===== config.mk =====
export PLATFORM = sky130hd
export DESIGN_NAME = edge_filter_ctrl
export DESIGN_NICKNAME = d
export VERILOG_FILES = /design/src/rtl/edge_filter_ctrl.sv
export SDC_FILE = /design/constraint.sdc
export NUM_CORES = 1
export LEC_CHECK = 0
export ABC_AREA = 1
export BUFFER_PORTS_ARGS = -buffer_cell sky130_fd_sc_hd__buf_2
export CELL_PAD_IN_SITES_DETAIL_PLACEMENT = 1
export CELL_PAD_IN_SITES_GLOBAL_PLACEMENT = 1
export CORE_UTILIZATION = 42
export CTS_BUF_LIST = sky130_fd_sc_hd__clkbuf_4 sky130_fd_sc_hd__clkbuf_8
export DETAILED_ROUTE_END_ITERATION = 7
export GPL_ROUTABILITY_DRIVEN = 0
export GPL_TIMING_DRIVEN = 1
export PLACE_DENSITY = 0.88
export SLEW_MARGIN = 30
export SYNTH_ARGS = -nofsm -noshare
export SYNTH_HDL_FRONTEND = slang
export SYNTH_SLANG_ARGS = --single-unit

===== constraint.sdc =====
create_clock -name clk -period 2.9 [get_ports clk]
set_input_delay 0.29 -clock clk [delete_from_list [all_inputs] [get_ports clk]]
set_output_delay 0.29 -clock clk [all_outputs]
set_load 0.05 [all_outputs]

===== src/rtl/edge_filter_ctrl.sv =====
// Sequencer in front of edge_filter: registers the pixel stream, tracks x/y,
// owns freq_flag (changed only on start-of-packet) and flags malformed frames.
module edge_filter_ctrl #(
  parameter int IMG_WIDTH       = 320,
  parameter int IMG_LENGTH      = 240,
  parameter int FRAMES_PER_MODE = 60,
  parameter int NUM_MODES       = 3
) (
  input  logic        clk,
  input  logic        reset_n,
  input  logic [2:0]  req_flag,
  input  logic        req_valid,
  input  logic        auto_en,
  input  logic        err_clr,
  input  logic        snk_valid,
  input  logic        snk_sop,
  input  logic        snk_eop,
  input  logic [11:0] snk_data,
  output logic        snk_ready,
  output logic        src_valid,
  output logic        src_sop,
  output logic        src_eop,
  output logic [11:0] src_data,
  input  logic        src_ready,
  output logic [2:0]  freq_flag,
  output logic        frame_done,
  output logic        err_sticky,
  output logic [15:0] frame_count,
  output logic        dbg_state
);

  localparam int XW = (IMG_WIDTH > 1) ? $clog2(IMG_WIDTH) : 1;
  localparam int YW = (IMG_LENGTH > 1) ? $clog2(IMG_LENGTH) : 1;
  localparam int CW = $clog2(FRAMES_PER_MODE + 1);
  localparam logic [XW-1:0] X_LAST = XW'(IMG_WIDTH - 1);
  localparam logic [YW-1:0] Y_LAST = YW'(IMG_LENGTH - 1);
  localparam logic [CW-1:0] C_LAST = CW'(FRAMES_PER_MODE - 1);
  localparam logic [2:0]    M_LAST = 3'(NUM_MODES - 1);

  typedef enum logic {IDLE, ACTIVE} state_e;

  // Handshake: a beat moves on snk when snk_valid && snk_ready, and on src when
  // src_valid && src_ready; src_* hold while src_valid && !src_ready.
  state_e          state_q, state_d;
  logic [XW-1:0]   x_q, x_d, pos_x;
  logic [YW-1:0]   y_q, y_d, pos_y;
  logic [CW-1:0]   auto_cnt_q, auto_cnt_d;
  logic [2:0]      pending_q, pending_d;
  logic [2:0]      freq_flag_q, freq_flag_d;
  logic            src_valid_q, src_valid_d;
  logic            src_sop_q, src_sop_d;
  logic            src_eop_q, src_eop_d;
  logic [11:0]     src_data_q, src_data_d;
  logic            frame_done_q, frame_done_d;
  logic            err_q, err_d;
  logic [15:0]     frame_count_q, frame_count_d;
  logic            accept, load, frame_ok, err_set, adv, at_eol, at_last;

  assign snk_ready = src_ready || !src_valid_q;

  always_comb begin
    accept   = snk_valid && snk_ready;
    // A sop always restarts the position at (0,0).
    pos_x    = (state_q == ACTIVE && !snk_sop) ? x_q : '0;
    pos_y    = (state_q == ACTIVE && !snk_sop) ? y_q : '0;
    at_eol   = (pos_x == X_LAST);
    at_last  = at_eol && (pos_y == Y_LAST);
    state_d  = state_q;
    x_d      = x_q;
    y_d      = y_q;
    load     = 1'b0;
    frame_ok = 1'b0;
    err_set  = 1'b0;
    if (accept && (snk_sop || state_q == ACTIVE)) begin
      load = 1'b1;
      if (snk_sop && state_q == ACTIVE) err_set = 1'b1;
      if (snk_eop || at_last) begin
        state_d = IDLE;
        x_d     = '0;
        y_d     = '0;
        if (snk_eop && at_last) frame_ok = 1'b1;
        else                    err_set  = 1'b1;
      end else begin
        state_d = ACTIVE;
        if (at_eol) begin
          x_d = '0;
          y_d = pos_y + 1'b1;
        end else begin
          x_d = pos_x + 1'b1;
          y_d = pos_y;
        end
      end
    end
  end

  always_comb begin
    src_valid_d   = load ? 1'b1 : (src_ready ? 1'b0 : src_valid_q);
    src_sop_d     = load ? snk_sop  : src_sop_q;
    src_eop_d     = load ? snk_eop  : src_eop_q;
    src_data_d    = load ? snk_data : src_data_q;
    freq_flag_d   = (load && snk_sop) ? pending_q : freq_flag_q;
    frame_done_d  = frame_ok;
    frame_count_d = frame_ok ? frame_count_q + 16'd1 : frame_count_q;
    err_d         = err_set ? 1'b1 : (err_clr ? 1'b0 : err_q);
    auto_cnt_d    = auto_cnt_q;
    adv           = 1'b0;
    if (!auto_en) begin
      auto_cnt_d = '0;
    end else if (frame_ok) begin
      if (auto_cnt_q == C_LAST) begin
        auto_cnt_d = '0;
        adv        = 1'b1;
      end else begin
        auto_cnt_d = auto_cnt_q + 1'b1;
      end
    end
    // A legal manual request overrides an auto advance in the same cycle.
    pending_d = pending_q;
    if (req_valid && int'(req_flag) < NUM_MODES) pending_d = req_flag;
    else if (adv) pending_d = (freq_flag_q == M_LAST) ? 3'd0 : freq_flag_q + 3'd1;
  end

  always_ff @(posedge clk or negedge reset_n) begin
    if (!reset_n) begin
      state_q       <= IDLE;
      x_q           <= '0;
      y_q           <= '0;
      auto_cnt_q    <= '0;
      pending_q     <= '0;
      freq_flag_q   <= '0;
      src_valid_q   <= 1'b0;
      src_sop_q     <= 1'b0;
      src_eop_q     <= 1'b0;
      src_data_q    <= '0;
      frame_done_q  <= 1'b0;
      err_q         <= 1'b0;
      frame_count_q <= '0;
    end else begin
      state_q       <= state_d;
      x_q           <= x_d;
      y_q           <= y_d;
      auto_cnt_q    <= auto_cnt_d;
      pending_q     <= pending_d;
      freq_flag_q   <= freq_flag_d;
      src_valid_q   <= src_valid_d;
      src_sop_q     <= src_sop_d;
      src_eop_q     <= src_eop_d;
      src_data_q    <= src_data_d;
      frame_done_q  <= frame_done_d;
      err_q         <= err_d;
      frame_count_q <= frame_count_d;
    end
  end

  assign src_valid   = src_valid_q;
  assign src_sop     = src_sop_q;
  assign src_eop     = src_eop_q;
  assign src_data    = src_data_q;
  assign freq_flag   = freq_flag_q;
  assign frame_done  = frame_done_q;
  assign err_sticky  = err_q;
  assign frame_count = frame_count_q;
  assign dbg_state   = (state_q == ACTIVE);

endmodule


# After elaboration in Yosys (flattened, before gate mapping)
# Cells that the tools add are included.
# op_classes
addsub	5
n_lt_le_gt_ge	1
n_eq_ne	5
mux	28
reduce_logical	16
# op_table
op	count
2-to-1 mux 9 bit	3
2-to-1 mux 8 bit	3
2-to-1 mux 6 bit	3
adder 16 x 1 -> 16 bit, second input constant	1
2-to-1 mux 1 bit	16
adder 9 x 1 -> 9 bit, second input constant	1
equality test 9 bit, second input constant	1
2-to-1 mux 3 bit	3
adder 8 x 1 -> 8 bit, second input constant	1
equality test 8 bit, second input constant	1
logical AND 1 bit	8
adder 6 x 1 -> 6 bit, second input constant	1
equality test 6 bit, second input constant	1
nonzero test 2 bit	3
adder 3 x 1 -> 3 bit, second input constant	1
equality test 3 x 2 -> 1 bit, second input constant	1
logical OR 1 bit	3
< comparator 3 x 2 -> 1 bit, second input constant	1
logical NOT 1 bit	2
inequality test 2 x 1 -> 1 bit, second input constant	1
# totals
register_bits	63
in_bits	24
output_inout_bits	38
word_cells	68

# Logic depth before layout (Yosys ltp)
# Gate-level depths: netlist of the first run.
# logic_depth
word_depth	13
depth_mapped	15
mapped_depth_nobuf	14

# Worst setup path after synthesis of the first run
# No wires, ideal clock.
# synth_path
path_kind	register to register
start	register state_q, in the netlist dbg_state
end	register state_q, in the netlist dbg_state
setup_time_ps	129
arrival_ps	2339
t_required_ps	2771
path_slack_ps	433
path_stages_with_launch	15
n_path_buf	2
period_less_slack_ps	2467
path_cell_list	dfrtp_1 buf_6 inv_2 nor2_4 nand2_1 inv_1 ha_1 nand2_1 nor2_2 nand3_1 nor2_4 nand2_4 nand3_2 buf_2 o21ai_0
# synth_via
elab_chain_len	6
word_cells_on_any_way	10
cone_classes	eq/ne: 2; mux: 3; reduce/logical: 5
# synth_rtl
element	line	source
start: declaration	44	state_e state_q, state_d;
start signal: assignment	139	state_q <= state_d;
logical AND 1 bit	64, 65	
2-to-1 mux 9 bit / 2-to-1 mux 8 bit (equally long branches)	64, 65	
equality test 9 bit / equality test 8 bit (equally long branches)	66, 67	
logical AND 1 bit	67	at_last = at_eol && (pos_y == Y_LAST);
logical OR 1 bit	77	if (snk_eop || at_last) begin
2-to-1 mux 1 bit	77	
# Several ways; a longest one is shown, not always the timed one.
# A chain may end at the register's enable or synchronous reset.

# Worst setup path after layout of the first run
# layout_path
start	register state_q, in the netlist dbg_state
end	register frame_count_q[10], in the netlist frame_count[10]
# layout_via
elab_chain_len	8
word_cells_on_any_way	13
cone_classes	eq/ne: 2; mux: 5; reduce/logical: 6
# layout_rtl
element	line	source
logical AND 1 bit	64, 65	
2-to-1 mux 9 bit / 2-to-1 mux 8 bit (equally long branches)	64, 65	
equality test 9 bit / equality test 8 bit (equally long branches)	66, 67	
logical AND 1 bit	67	
logical AND 1 bit	81	if (snk_eop && at_last) frame_ok = 1'b1;
2-to-1 mux 1 bit	81	
2-to-1 mux 1 bit	77	
2-to-1 mux 1 bit *	74	if (accept && (snk_sop || state_q == ACTIVE)) begin
end signal: assignment	151	frame_count_q <= frame_count_d;
end: declaration	56	logic [15:0] frame_count_q, frame_count_d;
# Mark *: on every way between the ends. The rest lies on a longest branch, timed or not.

==> results of run 1 <==
## cell usage after synthesis (all sizes together)
| library cell | count |
|---|---|
| xor2 | 12 |
| mux2 | 1 |
| nand3b | 6 |
| nor3 | 10 |
| nor3b | 1 |
| ha | 4 |
| nand2 | 173 |
| a21oi | 9 |
| o21ai | 28 |
| a31oi | 1 |
| clkbuf | 5 |
| dfrtp | 63 |
| inv | 47 |
| xnor2 | 7 |
| nor2 | 46 |
| nand4 | 9 |
| o22ai | 2 |
| nand3 | 36 |
| buf | 5 |
## cell type report
| type | count | area, sq um |
|---|---|---|
| Clock buffer | 10 | 138 |
| Inverter | 47 | 176 |
| Fill cell | 1050 | 3730 |
| Multi-Input combinational cell | 345 | 1660 |
| Tap cell | 102 | 128 |
| Clock inverter | 6 | 70.1 |
| Timing Repair Buffer | 68 | 373 |
| Sequential cell | 63 | 1580 |
## cells in the final DEF, fill, tap and decap left out, types with 2 or more instances in the layout
cell type   count
nand3_2         3
xnor2_1         7
nand3b_1        6
xor2_1         12
ha_1            4
clkinv_4        2
buf_4           5
o21ai_0        25
o22ai_1         2
clkinvlp_4      3
inv_1          42
buf_2          61
a21oi_1         9
nand3_1        33
nand4_1         9
dfrtp_1        63
nor2_1         41
nor3_1         10
nor2_4          3
clkbuf_8       10
o21ai_1         3
inv_2           5
nand2_1       171
## stage by stage
stage	utilization	total power [mW]	setup WS (ns)	std cells	area (sq um)
after floorplan	-	1.50	0.433	465	3470
after global placement	0.497	1.67	0.497	624	3900
after detailed placement	0.497	1.69	0.337	624	3900
after CTS	0.525	2.49	0.410	641	4120
after global routing	0.525	2.58	0.148	641	4120
final	0.525	2.48	0.428	641	4120
## flip-flops by register name (all words and copies together), names as in the netlist, 3 cells and up
signal	cells
auto_cnt_q	6
frame_count	16
freq_flag	3
pending_q	3
src_data	12
x_q	9
y_q	8
## report_power, final
| group | switching, mW | internal (mW) | leakage (nW) |
|---|---|---|---|
| clock network | 0.379 | 0.423 | 0.0947 |
| registers | 0.0651 | 0.974 | 0.841 |
| logic | 0.487 | 0.149 | 1.15 |
## per-layer routing
layer / global-route usage / share of wire
met5: 0 / 0
met4: 0.123 / 0.032
met3: 0.0369 / 0.024
met2: 0.432 / 0.50
met1: 0.303 / 0.44
## repair_timing
item                                   in CTS  in global routing
buffers inserted                            0                  0
hold buffers                                1                  0
resized for setup                           0                  0
endpoints found under the hold margin       8                  0
## worst max-delay path, cell delays in order, from the launching register on
cell and delay [ns]:
dfrtp_1 0.43, nand2_1 0.23, nor2_1 0.33, ha_1 0.27, inv_1 0.07, nor3_1 0.26
nand2_1 0.08, nor2_1 0.13, nand3_2 0.26, inv_2 0.23, nand2_1 0.08, nand2_1 0.06
## cells by family after synthesis
group	count (synthesis)	synth area share
xor gates and xnor gates	19	0.0480
DFF	63	0.455
adders and majority gates	4	0.0144
muxes	1	0.00325
buffers and inverters	57	0.0671
and+or+nand+nor	281	0.354
AOI/OAI and AO/OA	40	0.0588
## worst min-delay path by stage
stage	endpoint	cells past startpoint
detailed placement	x_q[5]	1
global placement	x_q[3]	1
finish	src_data[2]	3
floorplan	auto_cnt_q[0]	0
global route	src_data[2]	3
CTS	src_data[2]	3
==> metrics.txt, run 1 <==
final hold vios=0; max cap viols=0; CTS tree=yes; R2R depth=11; Mean Syn Cell Area=7.46 sq um; CP Capture Type=register; largest net degree at the start of global routing=36; final period utilization=0.852; # DRC=0; Overflow after GRT=0; WL/cell=15.2 um; worst skew pair latency=0.35 ns; NumNets Final=562; pwr/cell area=601 nW/um^2; Worst Path Max Fanout=15; final setup vio count=0; FF-to-FF Start=dbg_state; Min Clock Period, post-route=2.47 ns; first-pass GRT wire length=16900 um; Pre-antenna DRT Iters=4; critical path startpoint=dbg_state; drt via density=5.15; Post-DP HPWL=7100 um; Reg-to-Reg End=frame_count[10]; Worst Path Required=3.19 ns; vias in the first global route=3591; clk_skew=0.0122 ns; Worst-Margin Slew=0.704 ns; Clock Tree Buf Depth=2; layout cell share with drive strength beyond 1=0.184; ANT nets after route=0; Final TNS setup=0 ns; CP endpoint=frame_count[10]; crit start category=register; Hold WS=0.133 ns; Slew headroom=0.530; initial antenna violation count=0; top post-synthesis cells by area=dfrtp_1 (45%), nand2_1 (19%), nand3_1 (4.8%), inv_1 (4.5%), nor2_1 (4.4%); Post-Syn Area=3470 sq um; Synth top area share=0.455; worst endpoint data arrival time=2.76 ns; Leak Pwr=2.09 nW; Starting Density=0.442; Gate Count Post-Synth=465; core area=7850 sq um; Root Driver=clkbuf_8; IO Pins=62; IO buf count=61; total global-route track usage=0.250; TritonCTS Buffers=9; num rows=32; H-tree depth=3; DR vias=3302; register area share after synthesis=0.455; peak supply drop=0.360 mV; worst setup path class=reg2reg; worst hold path type=in2reg; post-synth top area cell=dfrtp_1; status=completed; synth warn=0; Total Wirelength=9760 um; hold path startpoint=snk_data[2]; Yosys cell types=28; Die Span X=92.9 um; Reg clk slew, reported paths=0.08 ns; Antenna diodes=0; FF-to-FF setup slack=0.43 ns; Total Die Area=8630 sq um; register bit total from synthesis=63; Die Height=92.9 um; RSZ-0062 raised after global routing=no; area grow syn2layout=18.8%; Final Max Tran Viols=0; clock sink count=63; syn_nets=493; initial DRC count=92; Max Freq=405 MHz
(Power assumes the default switching activity.)
==> run 2: changes to the inputs <==
Settings changed: ABC_AREA 1 to unset, CORE_UTILIZATION 42 to 43.
==> metrics.txt, run 2 <==
sequential share of power=0.422 (+0.002); num rows=31 (-3.1%); initial antenna violation count=0 (unchanged); dominant cell by count in the synthesized netlist=nand2_1; Primary FF master, synth=dfrtp_1; RSZ-0062 raised after global routing=no; Reg clk slew, reported paths=0.07 ns (about the same); IO Pins=62 (unchanged); post-synth top area cell=dfrtp_1; register area share after synthesis=0.492 (+0.0376); Post-DP HPWL=6480 um (-8.7%); Starting Density=0.444 (+0.00202); failing checks=hold timing; vias in the first global route=2962 (-18%); Mean Syn Cell Area=9.20 sq um (+23%); Synth top area share=0.492 (+0.0376); Clock Tree Buf Depth=2 (unchanged); top post-synthesis cells by area=dfrtp_1 (49%), nand2_1 (8.9%), o21ai_0 (4.2%), xnor2_1 (2.7%), xor2_1 (2.7%); WL/cell=17.1 um (+12%); Worst Path Required=3.16 ns (-0.03 ns); first-pass GRT wire length=14800 um (-12%); ANT nets after route=0 (unchanged); core area=7210 sq um (-8.1%); Final Max Tran Viols=0 (unchanged); pwr/cell area=599 nW/um^2 (-0.24%); layout cell share with drive strength beyond 1=0.237 (+0.0534); Int Pwr=1.57 mW (+1.6%); dpl cells=509 (-18%); Antenna diodes=0 (unchanged); area of the multi-input gates=1550 sq um (-6.5%); Worst Path Max Fanout=10 (-5); Min Clock Period, post-route=2.72 ns (+0.252 ns); Overflow after GRT=0 (unchanged); synth warn=0 (unchanged); critical path startpoint=dbg_state; FF-to-FF setup slack=0.18 ns (-0.25 ns); Total Die Area=7800 sq um (-9.6%); Clock power frac=0.361 (+0.037); R2R depth=9 (-2); status=finished with violations; peak supply drop=0.327 mV (-9.1%); slowest stage delay, CP=0.64 ns (+0.21 ns); worst endpoint data arrival time=2.99 ns (+0.23 ns); Reg-to-Reg End=frame_count[5]; Final TNS setup=0 ns (unchanged); postcts setup bufs=0 (unchanged); Yosys cell types=46 (+64%); max cap viols=0 (unchanged); Max Freq=367 MHz (-9.3%); NumNets Final=449 (-20%); max reg flops=16 (unchanged); final hold vios=12 (+12); IO buf count=61 (unchanged); initial DRC count=197 (+110%); critical path's slowest cell=or4_4; Gate power share=0.218 (-0.039); Post-Syn Area=3200 sq um (-7.6%); filler-free cell count of the finished design=525 (-18%); Post-CTS Hold Buffers=0 (-1); Slew headroom=0.532 (+0.00175); Die Span X=88.3 um (-4.9%); Total Wirelength=8970 um (-8.0%); final period utilization=0.939 (+0.0869); # DRC=0 (unchanged); worst skew pair latency=0.34 ns (about the same); register bit total from synthesis=63 (unchanged); Switching Share=0.330 (-0.0457); Fillers=866 (-18%); total global-route track usage=0.250 (-0.000298); syn_nets=376 (-24%); register area=1580 sq um (about the same); Pre-antenna DRT Iters=4 (unchanged); worst setup path class=reg2reg; TritonCTS Buffers=9 (unchanged); H-tree depth=3 (unchanged); critical path, cell by cell=nor2b_1 -> buf_4 -> and2_1 -> ha_1 -> nand3_1 -> or3_1 -> or4_4 -> nor3_1 -> xor2_1; DR vias=2909 (-12%); switching power total=0.774 mW (-17%); worst hold path type=in2async; CP endpoint=frame_count[5]; ys async rst share=1.00 (unchanged); Hold WS=-0.00467 ns (-0.137 ns); Final Power=2.34 mW (-5.3%); FF-to-FF Start=dbg_state; crit start category=register; CTS tree=yes; largest net degree at the start of global routing=32 (-11%); commonest non-fill, non-tap cell in the layout=nand2_1; DP Worst Slack=-0.0774 ns (-0.415 ns); CP Capture Type=register; Leak Pwr=1.91 nW (-8.3%); Post-synth top cells=nand2_1 (76), dfrtp_1 (63), o21ai_0 (27); EDFF count, synth=0 (unchanged); drt via density=5.54 (+7.6%); Die Height=88.3 um (-4.9%); Root Driver=clkbuf_8; area grow syn2layout=22.1%; Worst-Margin Slew=0.702 ns (-0.00262 ns); final setup vio count=0 (unchanged); commonest non-fill, non-tap cells in the layout=nand2_1 (76), dfrtp_1 (62), buf_2 (61); clock sink count=63 (unchanged); clk_skew=0.00591 ns (-0.00631 ns); final worst slack=0.176 ns (-0.252 ns); Gate Count Post-Synth=348 (-25%)
-- run 2: cell types whose count changed after synthesis, moves of 7 or more --
cell	before	now
nand3_1	33	16
nand2_1	171	76
nor4_1	0	8
nor2_1	41	15
and3_1	0	7
inv_1	42	11
-- run 2: cell type report --
cell class	instances	share of cell area
flip-flops and latches	63	0.403
multi-input cells	263	0.397
repair buffers	73	0.101
clock buffers	10	0.0352
well taps	99	0.0317
clock inverters	6	0.0214
inverters	11	0.0106
-- run 2: how the worst min path moves through the flow --
stage	from	to	slack [ns]	cells after the start
after floorplan	reset_n	auto_cnt_q[0]	-0.006	0
after global placement	reset_n	frame_count[8]	0.38	1
after detailed placement	reset_n	frame_count[8]	0.39	1
after CTS	reset_n	src_data[7]	0.01	1
after global routing	reset_n	auto_cnt_q[5]	0.05	1
final	reset_n	auto_cnt_q[3]	-0.005	1
-- run 2: per-stage QoR --
step	util	instance area (sq um)
detailed placement	0.509	3670
global placement	0.509	3670
floorplan	-	3210
finish	0.542	3910
global route	0.542	3910
CTS	0.540	3900
-- run 2: cell families after synthesis --
kind of cell | synth area share
buffers and inverters | 0.0285
adders and majority gates | 0.0156
and+or+nand+nor | 0.285
xor gates and xnor gates | 0.0547
DFF | 0.492
AOI/OAI and AO/OA | 0.107
muxes | 0.0168
-- run 2: power groups by stage --
| stage | Sequential, mW | Combinational [mW] | Clock (mW) |
|---|---|---|---|
| 2_1_floorplan | 1.22 | 0.136 | 0 |
| 3_3_place_gp | 1.00 | 0.500 | 0 |
| 3_5_place_dp | 1.00 | 0.515 | 0 |
| 4_1_cts | 0.988 | 0.516 | 0.869 |
| 5_1_grt | 0.997 | 0.552 | 0.906 |
| 6_report | 0.988 | 0.511 | 0.845 |
-- run 2: what timing repair did --
action	CTS	global route
setup endpoints to repair	1	3
resized for setup	1	2
pin swaps	0	1
-- run 2: critical path: cells and delay by family (launching register included) --
| kind | cells | cell delay, ns |
|---|---|---|
| xor+xnor | 1 | 0.18 |
| fa+ha+maj | 1 | 0.19 |
| buf+inv | 1 | 0.17 |
| flops | 1 | 0.36 |
| simple gates | 6 | 1.74 |
-- run 2: routing by layer --
layer	wire, um	track usage	vias to the layer above	share of wire
met5	0	0	-	0
met4	116	0.101	0	0.013
met3	395	0.0448	11	0.044
met2	4550	0.422	90	0.51
met1	3910	0.317	1434	0.44
li1	-	-	1374	-
